[config.mk]
export PLATFORM = sky130hd
export DESIGN_NAME = vram_term_writer_flat
export DESIGN_NICKNAME = d
export VERILOG_FILES = /design/src/rtl/vram_term_writer_if.sv /design/src/rtl/vram_term_writer.sv /design/src/flat_wrapper.sv
export SDC_FILE = /design/constraint.sdc
export NUM_CORES = 1
export LEC_CHECK = 0
export BUFFER_PORTS_ARGS = -buffer_cell sky130_fd_sc_hd__buf_4
export CAP_MARGIN = 15
export CORE_MARGIN = 3
export CORE_UTILIZATION = 50
export DETAILED_ROUTE_END_ITERATION = 6
export PLACE_DENSITY_LB_ADDON = 0.08
export SETUP_SLACK_MARGIN = 0.02
export SLEW_MARGIN = 30
export SYNTH_ARGS = -nofsm -noshare
export SYNTH_HDL_FRONTEND = slang
export SYNTH_SLANG_ARGS = --single-unit
[constraint.sdc]
create_clock -name i_clk -period 2.1 [get_ports i_clk]
set_input_delay 0.63 -clock i_clk [delete_from_list [all_inputs] [get_ports i_clk]]
set_output_delay 0.63 -clock i_clk [all_outputs]
set_load 0.01 [all_outputs]
[src/rtl/vram_term_writer_if.sv]
// ---------------------------------------------------------------------------
// vram_term_writer_if : byte-in handshake plus VRAM write port and cursor.
// Rev 1.0
// ---------------------------------------------------------------------------
`default_nettype none

interface vram_term_writer_if;
  logic [7:0]  i_data;
  logic        i_valid;
  logic        o_ready;
  logic        o_we;
  logic [10:0] o_waddr;
  logic [7:0]  o_wdata;
  logic [5:0]  o_cur_col;
  logic [4:0]  o_cur_row;

  modport master (
    output i_data, i_valid,
    input  o_ready, o_we, o_waddr, o_wdata, o_cur_col, o_cur_row
  );

  modport slave (
    input  i_data, i_valid,
    output o_ready, o_we, o_waddr, o_wdata, o_cur_col, o_cur_row
  );
endinterface

`default_nettype wire

[src/rtl/vram_term_writer.sv]
// ---------------------------------------------------------------------------
// vram_term_writer : decodes received bytes into VRAM writes and cursor moves.
// Rev 1.0
// ---------------------------------------------------------------------------
`default_nettype none

module vram_term_writer #(
  parameter int         COLS  = 60,
  parameter int         ROWS  = 17,
  parameter logic [7:0] BLANK = 8'h20
) (
  input  wire logic          i_clk,
  input  wire logic          i_rst_n,
  vram_term_writer_if.slave  bus
);

  localparam logic [1:0] S_CLR_SCREEN = 2'd0;
  localparam logic [1:0] S_IDLE       = 2'd1;
  localparam logic [1:0] S_WRITE      = 2'd2;
  localparam logic [1:0] S_CLR_LINE   = 2'd3;

  localparam logic [5:0] LAST_COL = 6'(COLS - 1);
  localparam logic [4:0] LAST_ROW = 5'(ROWS - 1);
  localparam logic [4:0] ROW_END  = 5'(ROWS);

  localparam logic [7:0] CH_BS = 8'h08;
  localparam logic [7:0] CH_LF = 8'h0A;
  localparam logic [7:0] CH_FF = 8'h0C;
  localparam logic [7:0] CH_CR = 8'h0D;

  logic [1:0]  state_q, state_d;
  logic [5:0]  col_q, col_d;
  logic [4:0]  row_q, row_d;
  logic [5:0]  swc_q, swc_d;
  logic [4:0]  swr_q, swr_d;
  logic        adv_q, adv_d;
  logic        we_q, we_d;
  logic [10:0] waddr_q, waddr_d;
  logic [7:0]  wdata_q, wdata_d;
  logic        ready_q, ready_d;

  logic        accept;
  logic        printable;
  logic [4:0]  row_next;

  assign accept    = ready_q & bus.i_valid;
  assign printable = (bus.i_data >= 8'h20) && (bus.i_data != 8'h7F);
  // Newline wraps to the top row; the screen never scrolls.
  assign row_next  = (row_q == LAST_ROW) ? 5'd0 : row_q + 5'd1;

  always_ff @(posedge i_clk or negedge i_rst_n) begin
    if (!i_rst_n) begin
      state_q <= S_CLR_SCREEN;
    end else begin
      state_q <= state_d;
    end
  end

  always_comb begin
    state_d = state_q;
    case (state_q)
      S_CLR_SCREEN: begin
        if (swr_q == ROW_END) state_d = S_IDLE;
      end
      S_IDLE: begin
        if (accept) begin
          if (printable)                                  state_d = S_WRITE;
          else if (bus.i_data == CH_LF)                   state_d = S_CLR_LINE;
          else if (bus.i_data == CH_BS && col_q != 6'd0)  state_d = S_WRITE;
          else if (bus.i_data == CH_FF)                   state_d = S_CLR_SCREEN;
        end
      end
      S_WRITE: begin
        state_d = (adv_q && col_q == LAST_COL) ? S_CLR_LINE : S_IDLE;
      end
      S_CLR_LINE: begin
        if (swc_q == LAST_COL) state_d = S_IDLE;
      end
      default: state_d = S_CLR_SCREEN;
    endcase
  end

  // Line sweeps preload their first write on entry so the busy time is exactly COLS cycles.
  always_comb begin
    we_d    = 1'b0;
    waddr_d = waddr_q;
    wdata_d = wdata_q;
    ready_d = (state_d == S_IDLE);
    col_d   = col_q;
    row_d   = row_q;
    swc_d   = swc_q;
    swr_d   = swr_q;
    adv_d   = adv_q;
    case (state_q)
      S_CLR_SCREEN: begin
        if (swr_q != ROW_END) begin
          we_d    = 1'b1;
          waddr_d = {swr_q, swc_q};
          wdata_d = BLANK;
          if (swc_q == LAST_COL) begin
            swc_d = 6'd0;
            swr_d = swr_q + 5'd1;
          end else begin
            swc_d = swc_q + 6'd1;
          end
        end else begin
          swc_d = 6'd0;
          swr_d = 5'd0;
        end
      end
      S_IDLE: begin
        if (accept) begin
          if (printable) begin
            we_d    = 1'b1;
            waddr_d = {row_q, col_q};
            wdata_d = bus.i_data;
            adv_d   = 1'b1;
          end else if (bus.i_data == CH_LF) begin
            row_d   = row_next;
            we_d    = 1'b1;
            waddr_d = {row_next, 6'd0};
            wdata_d = BLANK;
            swc_d   = 6'd0;
          end else if (bus.i_data == CH_CR) begin
            col_d = 6'd0;
          end else if (bus.i_data == CH_BS) begin
            if (col_q != 6'd0) begin
              col_d   = col_q - 6'd1;
              we_d    = 1'b1;
              waddr_d = {row_q, col_q - 6'd1};
              wdata_d = BLANK;
              adv_d   = 1'b0;
            end
          end else if (bus.i_data == CH_FF) begin
            col_d = 6'd0;
            row_d = 5'd0;
            swc_d = 6'd0;
            swr_d = 5'd0;
          end
        end
      end
      S_WRITE: begin
        if (adv_q) begin
          if (col_q == LAST_COL) begin
            col_d   = 6'd0;
            row_d   = row_next;
            we_d    = 1'b1;
            waddr_d = {row_next, 6'd0};
            wdata_d = BLANK;
            swc_d   = 6'd0;
          end else begin
            col_d = col_q + 6'd1;
          end
        end
      end
      S_CLR_LINE: begin
        if (swc_q != LAST_COL) begin
          swc_d   = swc_q + 6'd1;
          we_d    = 1'b1;
          waddr_d = {row_q, swc_q + 6'd1};
          wdata_d = BLANK;
        end else begin
          swc_d = 6'd0;
        end
      end
      default: ;
    endcase
  end

  always_ff @(posedge i_clk or negedge i_rst_n) begin
    if (!i_rst_n) begin
      col_q   <= 6'd0;
      row_q   <= 5'd0;
      swc_q   <= 6'd0;
      swr_q   <= 5'd0;
      adv_q   <= 1'b0;
      we_q    <= 1'b0;
      waddr_q <= 11'd0;
      wdata_q <= BLANK;
      ready_q <= 1'b0;
    end else begin
      col_q   <= col_d;
      row_q   <= row_d;
      swc_q   <= swc_d;
      swr_q   <= swr_d;
      adv_q   <= adv_d;
      we_q    <= we_d;
      waddr_q <= waddr_d;
      wdata_q <= wdata_d;
      ready_q <= ready_d;
    end
  end

  assign bus.o_ready   = ready_q;
  assign bus.o_we      = we_q;
  assign bus.o_waddr   = waddr_q;
  assign bus.o_wdata   = wdata_q;
  assign bus.o_cur_col = col_q;
  assign bus.o_cur_row = row_q;

endmodule

`default_nettype wire
[src/flat_wrapper.sv]
// flat-port wrapper written by rule: the top's interface ports become plain ports
module vram_term_writer_flat 
#(
  parameter int         COLS  = 60,
  parameter int         ROWS  = 17,
  parameter logic [7:0] BLANK = 8'h20
)
  (i_clk, i_rst_n, bus_i_data, bus_i_valid, bus_o_ready, bus_o_we, bus_o_waddr, bus_o_wdata, bus_o_cur_col, bus_o_cur_row);
  vram_term_writer_if bus_i ();
  input  wire logic i_clk;
  input  wire logic i_rst_n;
  input wire logic [$bits(bus_i.i_data)-1:0] bus_i_data;
  input wire logic [$bits(bus_i.i_valid)-1:0] bus_i_valid;
  output wire logic [$bits(bus_i.o_ready)-1:0] bus_o_ready;
  output wire logic [$bits(bus_i.o_we)-1:0] bus_o_we;
  output wire logic [$bits(bus_i.o_waddr)-1:0] bus_o_waddr;
  output wire logic [$bits(bus_i.o_wdata)-1:0] bus_o_wdata;
  output wire logic [$bits(bus_i.o_cur_col)-1:0] bus_o_cur_col;
  output wire logic [$bits(bus_i.o_cur_row)-1:0] bus_o_cur_row;
  assign bus_i.i_data = bus_i_data;
  assign bus_i.i_valid = bus_i_valid;
  assign bus_o_ready = bus_i.o_ready;
  assign bus_o_we = bus_i.o_we;
  assign bus_o_waddr = bus_i.o_waddr;
  assign bus_o_wdata = bus_i.o_wdata;
  assign bus_o_cur_col = bus_i.o_cur_col;
  assign bus_o_cur_row = bus_i.o_cur_row;
  vram_term_writer #(.COLS(COLS), .ROWS(ROWS), .BLANK(BLANK)) u_core (.i_clk(i_clk), .i_rst_n(i_rst_n), .bus(bus_i));
endmodule
* Yosys cells after proc, flatten, opt, wreduce, memory -nomap -nowiden
Cells that the tools add are included.
Storage, ports and cells: memory bits (writable) 0, bits in latches 0, flip-flop bits (word level) 46, word-level logic and storage cells 152, bits in read-only memories 0, memories kept 0, input bits 11
Operators by class: order comparisons 1, bitwise logic cells 1, multiplexer cells 84, $mul 0, shifts and indexed selects 0, $add $sub $neg 5, reduce and logical (&&, ||, !) cells 15, equal/unequal tests 36, divide/modulo/power cells 0
Operators by type and width (number):
- $mux 6 | 19
- $mux 11 | 10
- $mux 8 | 10
- $mux 5 | 14
- $pmux 11 s4 | 1
- $eq 8x4->1 const B | 4
- $pmux 8 s4 | 1
- $pmux 6 s4 | 1
- $reduce_and 8->1 | 3
- $pmux 5 s2 | 2
- $mux 2 | 8
- $ne 2x1->1 const B | 8
- $mux 1 | 15
- $reduce_and 7->1 | 2
- $add 6x1->6 const B | 2
- $eq 6x6->1 const B | 2
- $ne 4x1->1 const B | 3
- $pmux 6 s2 | 1
- $add 5x1->5 const B | 2
- $eq 5x5->1 const B | 2
- $ne 3x2->1 const B | 3
- $ge 8x6->1 const B | 1
- $ne 2x2->1 const B | 4
- $ne 8x7->1 const B | 1
- 16 further kinds | 23

* Depth between registers and ports, before layout
word-level depth 8, depth in mapped cells 9, mapped depth without buffers 7

* Worst setup path after synthesis
No wires, ideal clock.
kind input to register, start in bus_i_data[7], end reg u_core.col_q[2], in the netlist u_core.bus.o_cur_col[2], path buffers 0, slack -0.285 ns, data arrival time 2.248 ns, required time 1.963 ns, cell stages on the path 5, path through or3_4 -> or4_4 -> a211o_4 -> o31ai_2 -> o31ai_1
Between the ends: longest elaborated chain between the ends 7
Ends and longest elaborated chain:
- from (decl) | line flat_wrapper.sv:12 | input wire logic [$bits(bus_i.i_data)-1:0] bus_i_data;
- $eq 8x4->1 | line vram_term_writer.sv:126 | end else if (bus.i_data == CH_BS) begin
- $mux 6 | line vram_term_writer.sv:126
- $mux 6 | line vram_term_writer.sv:124 | end else if (bus.i_data == CH_CR) begin
- $mux 6 | line vram_term_writer.sv:118 | end else if (bus.i_data == CH_LF) begin
- $mux 6 | line vram_term_writer.sv:113 | if (printable) begin
- $mux 6 | line vram_term_writer.sv:112 | if (accept) begin
- $pmux 6 s2 | line vram_term_writer.sv:94 | case (state_q)
- to (signal assigned) | line vram_term_writer.sv:182 | col_q <= col_d;
- to (decl) | line vram_term_writer.sv:32 | logic [5:0] col_q, col_d;
Parallel ways exist; a longest one is shown, timed or not. The select of a mux whose other input is x is not followed. A chain may end at the register's enable or synchronous reset.

* Worst setup path after layout
start in bus_i_data[7], end reg u_core.swc_q[5]
Between the ends: longest elaborated chain between the ends 5
Ends and longest elaborated chain:
- branches (longest 5 deep; another with $ge 8x6->1)
- to (signal assigned) | line vram_term_writer.sv:184 | swc_q <= swc_d;
- to (decl) | line vram_term_writer.sv:34 | logic [5:0] swc_q, swc_d;
Parallel ways; which one is timed is not known. The select of a mux whose other input is x is not followed.

==> metrics.cfg <==
[outcome]
status = finished, violations left
failed_checks = setup timing

[cells_and_area]
fill_cells = 487
area_delta_synth_final_pct = 44.28
drive_gt1_share_pct = 42.14
diodes = 0
nets = 537

[detailed_routing]
drc = 0
drtIter0Drc = 442
dr.pass1.iters = 5
totalWireLength_mm = 11.28
antenna_left = 0
drt-vias-per-instance = 6.215
num_vias = 3679
avgRoutedWirePerCell_microns = 19.06

[worst_setup_path]
worstPathArrival_ns = 2.41
reg2reg_from = u_core.bus.o_cur_col[1]
cpLargestDelayFamily = simple AND/OR/NAND/NOR gates
path_cells = buf_6 > or3_4 > o41ai_4 > nand3_2 > or3b_4 > o41ai_2
cp_slowest_cell = o41ai_4
reg2reg_to = u_core.bus.o_waddr[4]
cp-end-kind = flop
worstPathMaxFanout = 4
required_ns = 2.32
ff2ff_path_depth = 8
slowest_delay_ns = 0.46
critPathKind = primary input to flop
r2r_slack_ns = -0.07
critical_path_buf_inv_count = 1
cp.depth = 6
startpoint_type = primary input

[timing]
rsz0062_at_grt = true
fin_tns_setup_ns = -0.6083
fin_crit_ns = 2.183
setup_violations = 16
worst_slew_pin_slew_ns = 0.6071
fin_worst_skew_ns = 0.009733
hold_ws_ns = 0.3194
layout_setup_ws_ns = -0.08273
hold_viol = 0
min_period_over_period_pct = 103.9
relSlewSlack_pct = 59.53
final_max_slew_viol_count = 0
fmax_mhz = 458.1

[synth]
yosysTopAreaCell = dfrtp_1
syn_inst = 385
yosys_most_used_dff = dfrtp_1
synth_seq_area_share_pct = 34.30
synthTopCellsByArea = dfrtp_1 34%, o21ai_0 6.0%, ha_1 4.5%
synth_edf_count = 0
yosys_warnings = 0
synth.most_common_cell = dfrtp_1
synth-seq-cells = 46
syn_area_sq_mm = 0.003359
yosysTopAreaCellShare_pct = 33.52
synthArstFlopShare_pct = 100.0
post_synth_most_frequent_cells = 45 x dfrtp_1, 40 x nand2_1, 40 x o21ai_0
avgSynthCellArea_sq_um = 8.726
syn_nets = 408
ys_types = 80

[power]
cell_internal_pwr_w = 0.003857
p_comb_share_pct = 69.7
p_clk_share_pct = 10.0
power_w = 0.006980
power_density_mw_per_mm2 = 1440
p_leak_nw = 2.141
netSwitchingFraction_pct = 44.75
p_seq_share_pct = 20.3
vdd_drop_max_mv = 0.8335
power_switching_w = 0.003124

[job]
max_cap_viol_count = 0

[floorplanning]
io_pins = 43
die_x_microns = 87.97
die_y_microns = 87.97
design.die.area_sq_mm = 0.007739
std_cell_rows = 29
core_area_sq_mm = 0.006422
initial_utilization_pct = 52.31

[grt]
grtUsageTotal_pct = 28.38
grt_max_degree = 47
antenna_found_initial = 0
grt_pass1_wl_mm = 17.13
globalRouteOverflowTotal = 0
grt_pass1_vias = 3484

[clocking]
cts_tree = yes
clock_latency_ns = 0.32
path_clk_slew_ns = 0.10
hold_buffers = 0
cts_buffers = 5
cts.sink_count = 46
clk_path_buf_depth = 2
htreeDepth = 2
clockRootBuffer = clkbuf_8

[min_path]
hp-class = primary input to asynchronous set/reset pin

[placed_design]
port_buffers = 42
hpwl_mm = 7.979
finalWeightedCongestion = 0.9960

## layout by cell type, fill, tap and decap left out, drive strengths merged, types with 4 or more instances in the layout
| master | instances |
|---|---|
| o2bb2ai | 4 |
| nor2b | 5 |
| or4 | 6 |
| and3 | 6 |
| o31ai | 13 |
| nand2 | 40 |
| o211ai | 6 |
| buf | 140 |
| nor3 | 8 |
| dfrtp | 45 |
| o21ai | 42 |
| mux2 | 10 |
| clkbuf | 6 |
| inv | 15 |
| nand3 | 15 |
| nand2b | 4 |
| ha | 12 |
| a21oi | 19 |
| nor2 | 21 |
| nand4 | 13 |
| a31oi | 14 |
## per-layer routing
metal | up-vias | share of wire [%] | track usage [%]
met5 | - | 0 | 0
met4 | 0 | 2.8 | 9.902
met3 | 31 | 7.7 | 4.233
met2 | 168 | 46 | 46.03
met1 | 1746 | 43 | 38.57
li1 | 1734 | - | -
## stage by stage
stage | instances | util [%] | instance area (sq um) | worst slack [ns]
floorplan | 385 | - | 3411 | -0.2312
global placement | 574 | 68.54 | 4402 | -0.4321
detailed placement | 574 | 68.54 | 4402 | -0.4415
CTS | 584 | 71.23 | 4574 | -0.05726
global route | 592 | 75.47 | 4847 | -0.1327
finish | 592 | 75.47 | 4847 | -0.08273
## registers in the layout (all words and copies together), names as in the netlist, 2 cells and up
register / count
u_core.bus.o_cur_col: 6
u_core.bus.o_cur_row: 5
u_core.bus.o_waddr: 11
u_core.bus.o_wdata: 8
u_core.state_q: 2
u_core.swc_q: 6
u_core.swr_q: 5
## cell families (layout without fill, tap and decap cells)
| kind of cell | after synthesis | in the layout | share of synthesized area, % |
|---|---|---|---|
| flops | 46 | 46 | 34.30 |
| xor+xnor | 3 | 3 | 0.7823 |
| mux | 12 | 12 | 3.948 |
| fa+ha+maj | 12 | 12 | 4.469 |
| compound gates | 133 | 134 | 27.23 |
| buf+inv | 37 | 165 | 5.251 |
| simple gates | 142 | 143 | 24.02 |
## area by class of cell
| type | instances | area, sq um | area share (%) |
|---|---|---|---|
| sequential | 46 | 1155 | 23.83 |
| inverter | 16 | 66.31 | 1.368 |
| clock buffer | 5 | 68.82 | 1.420 |
| tap | 77 | 96.34 | 1.988 |
| multi-input combinational | 304 | 2290 | 47.24 |
| timing repair buffer | 141 | 1126 | 23.23 |
| clock inverter | 3 | 45.04 | 0.9293 |
## power groups by stage
stage | sequential (W) | clock, W | combinational [W]
final | 0.00141 | 0.000698 | 0.00487
after floorplan | 0.00151 | 0 | 0.00231
after global routing | 0.00145 | 0.000738 | 0.00524
after detailed placement | 0.00142 | 0 | 0.00419
after global placement | 0.00141 | 0 | 0.00414
after CTS | 0.00140 | 0.000715 | 0.00432
## worst reg2reg max path, stage by stage, from the launching register on
cell and delay, ns:
dfrtp_2 0.46, inv_2 0.10, ha_4 0.14, or3b_4 0.40, o2111ai_4 0.21, and4_4 0.36
nor2_4 0.10, buf_6 0.12, o22a_1 0.18
## how the worst max path moves through the flow
stage	start	end	slack, ns
finish	bus_i_data[7]	u_core.swc_q[5]	-0.08
global route	u_core.state_q[1]	u_core.bus.o_waddr[3]	-0.13
CTS	bus_i_data[7]	u_core.bus.o_cur_col[2]	-0.06
detailed placement	bus_i_data[7]	u_core.bus.o_cur_col[2]	-0.44
global placement	bus_i_data[7]	u_core.bus.o_cur_col[1]	-0.43
floorplan	bus_i_data[7]	u_core.bus.o_cur_col[2]	-0.23
## timing repair
action	4_1_cts	5_1_grt
gates resized for setup	12	44
cloned	1	2
pin swaps	6	14
setup buffers	1	6
setup endpoints to repair	19	27
(Power assumes the default switching activity.)
